===== config.mk =====
export PLATFORM = sky130hd
export DESIGN_NAME = fractal_sync_mp_admit
export DESIGN_NICKNAME = d
export VERILOG_FILES = /design/src/rtl/fractal_sync_mp_admit.sv
export SDC_FILE = /design/constraint.sdc
export NUM_CORES = 1
export LEC_CHECK = 0
export ABC_AREA = 1
export CORE_AREA = 2 2 39 41
export CTS_CLUSTER_DIAMETER = 80
export DETAILED_ROUTE_END_ITERATION = 16
export DIE_AREA = 0 0 41 43
export MAX_ROUTING_LAYER = met4
export PLACE_DENSITY = 0.51
export SLEW_MARGIN = 20
export SYNTH_ARGS = -nofsm -noshare
export SYNTH_HDL_FRONTEND = slang
export SYNTH_SLANG_ARGS = --single-unit

===== constraint.sdc =====
create_clock -name clk_i -period 2.75 [get_ports clk_i]
set_input_delay 0.4125 -clock clk_i [delete_from_list [all_inputs] [get_ports clk_i]]
set_output_delay 0.4125 -clock clk_i [all_outputs]
set_load 0.005 [all_outputs]

===== src/rtl/fractal_sync_mp_admit.sv =====
// fractal_sync_mp_admit
//   Admission stage in front of a multi-port FIFO. Each cycle it grants at
//   most as many valid request ports as the FIFO has room for. The budget is
//   the FIFO's reported free slots minus the pushes already in flight.
//   Accepted requests are registered and pushed one cycle later.
//
// Build option:
//   FRACTAL_SYNC_MP_ADMIT_RR_EN - round-robin grant start (rr_ptr_q).
//                                 If not defined, fixed priority from port 0.
//
// Ports:
//   clk_i, rst_ni  clock, asynchronous active-low reset
//   valid_i        per-port request valid
//   element_i      per-port request payload
//   ready_o        per-port accept (combinational)
//   avail_i        free slots reported by the downstream FIFO
//   push_o         per-port registered push to the FIFO
//   element_o      per-port registered payload paired with push_o
//   stall_o        registered: some valid request was refused last cycle

// Per-port output register: push flag plus payload, which holds when idle.
module fractal_sync_mp_admit_lane #(
  parameter type fifo_t = logic
) (
  input  logic  clk_i,
  input  logic  rst_ni,
  input  logic  acc_i,
  input  fifo_t elem_i,
  output logic  push_o,
  output fifo_t elem_o
);
  logic  push_q;
  fifo_t elem_q;

  always_ff @(posedge clk_i or negedge rst_ni) begin
    if (!rst_ni) begin
      push_q <= 1'b0;
      elem_q <= '0;
    end else begin
      push_q <= acc_i;
      if (acc_i) elem_q <= elem_i;
    end
  end

  assign push_o = push_q;
  assign elem_o = elem_q;
endmodule

module fractal_sync_mp_admit #(
  parameter int unsigned N_PORTS    = 2,
  parameter int unsigned FIFO_DEPTH = 1,
  parameter type         fifo_t     = logic,
  localparam int unsigned AVAIL_W   = $clog2(FIFO_DEPTH) + 1
) (
  input  logic                      clk_i,
  input  logic                      rst_ni,
  input  logic [N_PORTS-1:0]        valid_i,
  input  fifo_t [N_PORTS-1:0]       element_i,
  output logic [N_PORTS-1:0]        ready_o,
  input  logic [AVAIL_W-1:0]        avail_i,
  output logic [N_PORTS-1:0]        push_o,
  output fifo_t [N_PORTS-1:0]       element_o,
  output logic                      stall_o
);
  // Port index width (1 bit minimum) and budget arithmetic width. The budget
  // math is one bit wider than the larger of avail_i and the push count so
  // that the subtraction never wraps before saturation.
  localparam int unsigned IW    = (N_PORTS > 1) ? $clog2(N_PORTS) : 1;
  localparam int unsigned CNT_W = $clog2(N_PORTS + 1);
  localparam int unsigned BW    = ((AVAIL_W > CNT_W) ? AVAIL_W : CNT_W) + 1;

  if (N_PORTS == 0) begin : g_bad_ports
    $fatal(1, "fractal_sync_mp_admit: N_PORTS must be > 0");
  end
  if (FIFO_DEPTH == 0) begin : g_bad_depth
    $fatal(1, "fractal_sync_mp_admit: FIFO_DEPTH must be > 0");
  end

  logic [BW-1:0]      pushed_n, budget, granted_n;
  logic [N_PORTS-1:0] grant;
  logic [IW-1:0]      start;
  logic [IW:0]        pos;
  logic               stall_q, stall_d;

  // In-flight pushes are not yet reflected in avail_i, so they are charged
  // against the budget here.
  always_comb begin
    pushed_n = '0;
    for (int i = 0; i < N_PORTS; i++) pushed_n = pushed_n + BW'(push_o[i]);
    budget = (BW'(avail_i) > pushed_n) ? BW'(avail_i) - pushed_n : '0;
  end

`ifdef FRACTAL_SYNC_MP_ADMIT_RR_EN
  logic [IW-1:0] rr_ptr_q, rr_ptr_d, last_idx;
  assign start = rr_ptr_q;
`else
  assign start = '0;
`endif

  // Scan from start, wrapping, granting valid ports until the budget is used.
  always_comb begin
    grant     = '0;
    granted_n = '0;
    pos       = '0;
`ifdef FRACTAL_SYNC_MP_ADMIT_RR_EN
    last_idx  = '0;
`endif
    for (int k = 0; k < N_PORTS; k++) begin
      pos = {1'b0, start} + (IW+1)'(k);
      if (pos >= (IW+1)'(N_PORTS)) pos = pos - (IW+1)'(N_PORTS);
      if (valid_i[pos[IW-1:0]] && (granted_n < budget)) begin
        grant[pos[IW-1:0]] = 1'b1;
        granted_n          = granted_n + BW'(1);
`ifdef FRACTAL_SYNC_MP_ADMIT_RR_EN
        last_idx           = pos[IW-1:0];
`endif
      end
    end
  end

  // Nothing is accepted while reset is asserted.
  assign ready_o = grant & {N_PORTS{rst_ni}};
  assign stall_d = |(valid_i & ~ready_o);

`ifdef FRACTAL_SYNC_MP_ADMIT_RR_EN
  always_comb begin
    rr_ptr_d = rr_ptr_q;
    if (|ready_o)
      rr_ptr_d = (last_idx == IW'(N_PORTS - 1)) ? '0 : last_idx + IW'(1);
  end

  always_ff @(posedge clk_i or negedge rst_ni) begin
    if (!rst_ni) rr_ptr_q <= '0;
    else         rr_ptr_q <= rr_ptr_d;
  end
`endif

  always_ff @(posedge clk_i or negedge rst_ni) begin
    if (!rst_ni) stall_q <= 1'b0;
    else         stall_q <= stall_d;
  end
  assign stall_o = stall_q;

  // Lanes register in port order, so the FIFO sees lowest index first no
  // matter where the grant scan started.
  for (genvar g = 0; g < N_PORTS; g++) begin : g_lane
    fractal_sync_mp_admit_lane #(.fifo_t(fifo_t)) u_lane (
      .clk_i  (clk_i),
      .rst_ni (rst_ni),
      .acc_i  (ready_o[g]),
      .elem_i (element_i[g]),
      .push_o (push_o[g]),
      .elem_o (element_o[g])
    );
  end
endmodule


After elaboration in Yosys (flattened, before gate mapping)
Index checks and enable logic that the tools add are counted.
Widths: inputs -> output; s select.
- bits in registers: 5
- bits of input ports: 7
- output and inout port bits: 7
- logic and storage cells: 20
- $add $sub $neg: 2
- $lt $le $gt $ge: 3
- muxes and demuxes: 4
- bitwise gates (word level): 3
- reductions and logical operators: 3
- operators by type and width (operator ; count):
    $and 2x2->2 ; 2
    $lt 1x3->1 ; 1
    $lt 1x3->1 const A ; 1
    $mux 3 ; 1
    $sub 1x2->3 ; 1
    $add 1x1->2 ; 1
    $gt 1x2->1 ; 1
    $logic_and 1x1->1 ; 2
    $mux 1 ; 2
    $mux 2 ; 1
    $not 2->2 ; 1
    $reduce_or 2->1 ; 1

Logic depth before layout (Yosys ltp)
Gate-level depths: netlist of run 1.
- word-level depth: 13
- depth in mapped cells: 6
- mapped depth without buffers: 6

By module
Synthesis of run 1 repeated with hierarchy kept, for this count alone.
- cells, all modules: 26
- area, all modules: 224.0 um^2
- by module, submodules not included (module ; times used ; cells an instance ; area an instance (um^2)):
    fractal_sync_mp_admit_lane ; 2 ; 6 ; 65.1
    fractal_sync_mp_admit ; 1 ; 14 ; 93.8

Worst setup path before layout of run 1
Ideal clock, no wire load.
- path kind: in2out
- start point: input port avail_i
- end point: output port ready_o[1]
- data arrival time: 1.332 ns
- data required time: 2.338 ns
- slack: 1.006 ns
- cell stages on the path: 6
- buffers on the path: 1
- path through: inv_1 fa_1 nor2_2 nand3_1 inv_1 buf_4
- longest elaborated chain between the ends: 9
- ends and longest elaborated chain (element ; RTL line ; text):
    start, declared ; 60 ; input logic [AVAIL_W-1:0] avail_i,
    $sub 1x2->3 or $gt 1x2->1 (tied branches) ; 90 ; budget = (BW'(avail_i) > pushed_n) ? BW'(avail_i) - pushed_n : '0;
    $mux 3 (*) ; 90 ;
    $lt 1x3->1 ; 111 ; if (valid_i[pos[IW-1:0]] && (granted_n < budget)) begin
    $logic_and 1x1->1 ; 111 ;
    $mux 1 ; 111 ;
    $lt 1x3->1 (*) ; 111 ;
    $logic_and 1x1->1 (*) ; 111 ;
    $mux 2 (*) ; 111 ;
    $and 2x2->2 (*) ; 122 ; assign ready_o = grant & {N_PORTS{rst_ni}};
    end, declared ; 59 ; output logic [N_PORTS-1:0] ready_o,
Every way passes the cells marked *; elsewhere a longest branch is shown, timed or not.

Worst setup path in the final report of run 1
Same ends and word-level chain as after synthesis.

==> impl_metrics.yaml, run 1 <==
outcome:
  status: "finished, final reports clean"
die:
  coreArea_um2: 1380
  die_area_um2: 1760
  initial_core_util: 0.193
  core.rowCount: 14
  die_width_um: 41
  die-height_um: 43
  num_io_pins: 14
critical_path:
  required_ps: 2340
  crit_type: "in -> out"
  r2r_slack_ps: 1220
  worstRegToRegCells: 6
  cp-end-kind: "output pin"
  cp_max_fo: 4
  critPathTopFamily: "buffers and inverters"
  cp_cell_sequence: "clkdlybuf4s50_1 > inv_1 > fa_1 > nor2_4 > nand3_1 > inv_1 > clkdlybuf4s50_1"
  r2r-end: "g_lane[1].u_lane.elem_o$_DFFE_PN0P_"
  critPathBufInv: 4
  r2r-start: "g_lane[1].u_lane.push_o$_DFF_PN0_"
  slowest_stage: "clkdlybuf4s50_1"
  worstSetupStartpointType: "input port"
  crit_path_max_incr_delay_ps: 490
  crit_arrival_ps: 2240
timing:
  final_hold_viol_count: 0
  max_freq_mhz: 378
  timing.slew.headroom: 0.843
  slew_violations: 0
  finalCritPeriodShare: 0.963
  setup_viol: 0
  skew_ps: 2.19
  worst_slew_pin_slew_ps: 235
  setup_slack_ps: 102
  period_needed_ps: 2650
detailed_routing:
  drt_iter0_markers: 1
  drc: 0
  vias: 233
  ant_nets: 0
  first_pass_iters: 4
  totalWireLength_um: 546
  avgViaCountPerCell: 3.76
  wl_per_cell_um: 8.81
placed_design:
  dpl-instance-area_um2: 395
  gp_congestion: 0.741
  dp_hpwl_um: 410
  place_ws_ps: 74.4
  portBuffers: 13
logic_synthesis:
  synthCells: 30
  ys_seq_elements: 5
  synth_top_cell_area_share: 0.467
  synth_area_leaders: "dfrtp_1, buf_4, nand2_1"
  seq_area_frac_synth: 0.467
  synth.distinct_cells: 8
  synth_warnings: 0
  synth_fp_nets: 38
  syn_avg_cell_area_um2: 8.93
  synth_top_area_cell: "dfrtp_1"
  netlist_area_um2: 268
clocking:
  cts_max_level: 1
  path_clk_slew_ps: 40
  cts_root_buf: "clkbuf_4"
  cts_sinks: 5
  cts_tree: "yes"
  clock_path_buffers: 2
  postCtsHoldBufs: 0
  cts-buffers-inserted: 3
  worstSkewPairLatency_ps: 240
global_routing:
  grt_pass1_vias: 223
  grt_usage: 0.0763
  antenna_found_initial: 0
  grt_remaining_overflow: 0
  grt_max_degree: 7
  grt_pass1_wl_um: 828
pwr:
  p_total_uw: 247
  power_leakage_nw: 0.231
  ir_drop_mv: 0.154
  power_density_nw_per_um2: 560
run:
  cap_violations: 0
final_layout:
  fin_nets: 55
  fin_area_um2: 442
  synthToLayoutAreaGrowth_pct: 65.0
  antenna_cells: 0
  final_layout_size_suffix_gt1_frac: 0.196
worst_hold_path:
  hold_path.class: "in -> async"
## worst max path at each step
| stage | cells after the start | from | to | slack, ps |
|---|---|---|---|---|
| floorplan | 6 | avail_i | ready_o[1] | 1010 |
| global placement | 7 | avail_i | ready_o[1] | 80 |
| detailed placement | 7 | avail_i | ready_o[1] | 70 |
| CTS | 7 | avail_i | ready_o[1] | 50 |
| global route | 7 | avail_i | ready_o[1] | -5 |
| finish | 7 | avail_i | ready_o[1] | 100 |
## logic make-up (layout without fill, tap and decap cells)
family | count (synthesis) | count (layout) | synth area share
adder cells (fa/ha/maj) | 1 | 1 | 0.0748
buffers and inverters | 11 | 27 | 0.238
AND/OR/NAND/NOR | 13 | 13 | 0.220
flip-flops | 5 | 5 | 0.467
## report_power, final
part / internal, mW / switching, mW / leakage (nW) / total, mW
registers: 0.0850 / 0.00606 / 0.0628 / 0.0910
clock network: 0.0549 / 0.0302 / 0.0150 / 0.0850
logic: 0.0455 / 0.0256 / 0.153 / 0.0711
total: 0.185 / 0.0619 / 0.231 / 0.247
## state kept, by name, indices dropped and copies added (netlist names)
signal	cells
stall_o	1
g_lane.u_lane.push_o	2
g_lane.u_lane.elem_o	2
## through the flow
stage	utilization	TNS (ps)	hold WS (ps)	cells
CTS	0.305	0	399	60
finish	0.319	0	396	62
detailed placement	0.286	0	469	56
global placement	0.286	0	460	56
global route	0.319	-4.53	399	62
floorplan	-	0	117	30
## repair_timing
| action | CTS | global route |
|---|---|---|
| setup buffers | 0 | 2 |
| resized for setup | 0 | 1 |
| hold endpoints to repair | 0 | 0 |
| setup endpoints to repair | 0 | 2 |
## Yosys cell counts, drive strengths merged
| master | instances |
|---|---|
| buf | 6 |
| dfrtp | 5 |
| fa | 1 |
| inv | 5 |
| nand2 | 8 |
| nand3 | 2 |
| nand4 | 2 |
| nor2 | 1 |
## per-layer routing
layer  vias to the layer above  part of all wire  global-route usage
met5                         -                 0                   -
met4                         0                 0              0.0800
met3                         0             0.084              0.0314
met2                         9              0.46              0.0906
met1                       106              0.45              0.0874
li1                        118                 -                   -
## area by class of cell
class                      count  area [µm²]
clock buffer                   4        26.3
fill                         159         942
inverter                       5        18.8
multi-input combinational     14        83.8
sequential                     5         125
tap                           16        20.0
timing repair buffer          18         168
## cell usage in the layout, fill, tap and decap left out, drive strengths merged
master | netlist | final
clkbuf | 0 | 4
fa | 1 | 1
inv | 5 | 5
buf | 6 | 5
nand2 | 8 | 8
nand4 | 2 | 2
nor2 | 1 | 1
clkdlybuf4s50 | 0 | 13
dfrtp | 5 | 5
nand3 | 2 | 2
## worst reg2reg max path: stages (launching register included)
cell     delay, ps
dfrtp_1        390
fa_1           520
nor2_4         150
nand3_1        120
buf_4          150
nand2_1         50
nand2_1         50
Note: power is estimated with default switching activity, not from simulation.
==> run 2: changes to the inputs <==
--- a/config.mk
+++ b/config.mk
@@ -5,13 +5,12 @@
 export SDC_FILE = /design/constraint.sdc
 export NUM_CORES = 1
 export LEC_CHECK = 0
-export ABC_AREA = 1
 export CORE_AREA = 2 2 39 41
 export CTS_CLUSTER_DIAMETER = 80
 export DETAILED_ROUTE_END_ITERATION = 16
 export DIE_AREA = 0 0 41 43
 export MAX_ROUTING_LAYER = met4
-export PLACE_DENSITY = 0.51
+export PLACE_DENSITY = 0.52
 export SLEW_MARGIN = 20
 export SYNTH_ARGS = -nofsm -noshare
 export SYNTH_HDL_FRONTEND = slang
==> impl_metrics.yaml, run 2 <==
outcome:
  status: "finished, final reports clean"
die:
  num_io_pins: 14
  die_area_um2: 1760
  die_width_um: 41
  core.rowCount: 14
  die-height_um: 43
  initial_core_util: 0.195
  coreArea_um2: 1380
placed_design:
  dpl-instance-area_um2: 383
  gp_congestion: 0.608
  portBuffers: 13
  dp_hpwl_um: 367
  place_inst: 44
final_layout:
  mostFrequentLayoutCells: "clkdlybuf4s50_1, dfrtp_1, buf_4"
  nFillCells: 145
  fin_cells: 52
  synthToLayoutAreaGrowth_pct: 63.9
  antenna_cells: 0
  fin_nets: 45
  final_layout_size_suffix_gt1_frac: 0.361
  fin_area_um2: 443
  layout.cells.most_common: "clkdlybuf4s50_1"
logic_synthesis:
  synth_edf_count: 0
  syn_avg_cell_area_um2: 13.5
  netlist_area_um2: 270
  ys.flop_type: "dfrtp_1"
  synth_area_leaders: "dfrtp_1, buf_4, mux2_4"
  synth.distinct_cells: 9
  synth_top_cell_area_share: 0.463
  synth_top_area_cell: "dfrtp_1"
  synth_warnings: 0
  synth_common_cells: "buf_4, dfrtp_1, inv_1, mux2_4"
  synth_fp_nets: 28
  seq_area_frac_synth: 0.463
  synth.most_common_cell: "buf_4"
  ys_seq_elements: 5
  synthCells: 20
  async_reset_ff_frac: 1.00
clocking:
  path_clk_slew_ps: 40
  cts_tree: "yes"
  cts-buffers-inserted: 3
  cts_root_buf: "clkbuf_4"
  postCtsHoldBufs: 0
  cts_max_level: 1
  clock_path_buffers: 2
  worstSkewPairLatency_ps: 240
  cts_sinks: 5
worst_hold_path:
  hold_path.class: "in -> async"
detailed_routing:
  ant_nets: 0
  totalWireLength_um: 490
  drc: 0
  drt_iter0_markers: 2
  routed-wl-met2_um: 268
  vias: 189
  avgViaCountPerCell: 3.63
  dr.max_layer_used: "met4"
  routedLengthMet1_um: 179
  met3_length_um: 27
  first_pass_iters: 3
  wl_per_cell_um: 9.42
global_routing:
  grt_usage: 0.0871
  grt_pass1_vias: 215
  antenna_found_initial: 0
  grt_pass1_wl_um: 821
  grt_remaining_overflow: 0
  grt_max_degree: 6
timing:
  setup-tns-final_ps: 0
  period_needed_ps: 2660
  timing.hold.ws_ps: 458
  finalCritPeriodShare: 0.969
  final_hold_viol_count: 0
  setup_viol: 0
  rsz0062_at_grt: "no"
  slew_violations: 0
  max_freq_mhz: 375
  worst_slew_pin_slew_ps: 181
  timing.slew.headroom: 0.879
  skew_ps: 0.763
critical_path:
  crit_arrival_ps: 2250
  required_ps: 2340
  cp_max_fo: 2
  worstSetupStartpointType: "input port"
  cp-end-kind: "output pin"
  crit_type: "in -> out"
pwr:
  p_total_uw: 252
  power_leakage_nw: 0.215
  ir_drop_mv: 0.152
  power_density_nw_per_um2: 570
run:
  cap_violations: 0
## run 2: stage by stage
step / setup slack (ps) / utilization
global placement: -18.1 / 0.277
floorplan: 913 / -
detailed placement: -32.2 / 0.277
global route: 4.22 / 0.320
CTS: 10.9 / 0.301
finish: 85.8 / 0.320
## run 2: where the power goes
part / switching [mW] / internal, mW
logic: 0.0190 / 0.0554
clock network: 0.0302 / 0.0549
registers: 0.00658 / 0.0865
total: 0.0557 / 0.197
## run 2: cells by family (layout without fill, tap and decap cells)
group | Yosys count | in the layout | share of synthesized area
fa+ha+maj | 2 | 2 | 0.111
buf+inv | 8 | 24 | 0.194
flops | 5 | 5 | 0.463
mux | 2 | 2 | 0.111
simple gates | 3 | 3 | 0.120
## run 2: worst paths after layout
kind / start / depth (start not counted) / end / slack (ps)
worst min-delay path: rst_ni / 2 / g_lane[1].u_lane.push_o$_DFF_PN0_ / 460
worst max-delay path: avail_i / 8 / ready_o[1] / 90
worst max register to register: g_lane[1].u_lane.push_o$_DFF_PN0_ / 7 / g_lane[1].u_lane.elem_o$_DFFE_PN0P_ / 690
max in group asynchronous: rst_ni / 2 / g_lane[0].u_lane.elem_o$_DFFE_PN0P_ / 2190
min in group clk_i: g_lane[0].u_lane.elem_o$_DFFE_PN0P_ / 1 / g_lane[0].u_lane.elem_o$_DFFE_PN0P_ / 510
worst min register to register: g_lane[0].u_lane.elem_o$_DFFE_PN0P_ / 1 / g_lane[0].u_lane.elem_o$_DFFE_PN0P_ / 510
## run 2: area by class of cell
cell class              instances  area, µm²  share of cell area
well taps                      16       20.0              0.0452
flip-flops and latches          5        125               0.282
multi-input cells               7       93.8               0.212
inverters                       2       7.51              0.0169
clock buffers                   4       26.3              0.0593
repair buffers                 18        170               0.384
## run 2: per-layer routing
metal	track usage	up-vias
met1	0.0693	90
met5	-	-
met3	0.0314	2
met2	0.103	9
met4	0.160	0
li1	-	88
## run 2: critical path, cell delays in order
cell and delay [ps]:
clkdlybuf4s50_1 460, inv_1 60, fa_1 480, nor3b_2 240, buf_4 150, buf_4 90
and3b_4 180, clkdlybuf4s15_1 200
## run 2: repair_timing
| item | in CTS | in global routing |
|---|---|---|
| pin swaps | 2 | 3 |
| endpoints found under the hold margin | 0 | 0 |
| gates resized for setup | 2 | 2 |
| setup endpoints to repair | 2 | 1 |
| setup buffers | 1 | 3 |
| cloned | 0 | 0 |
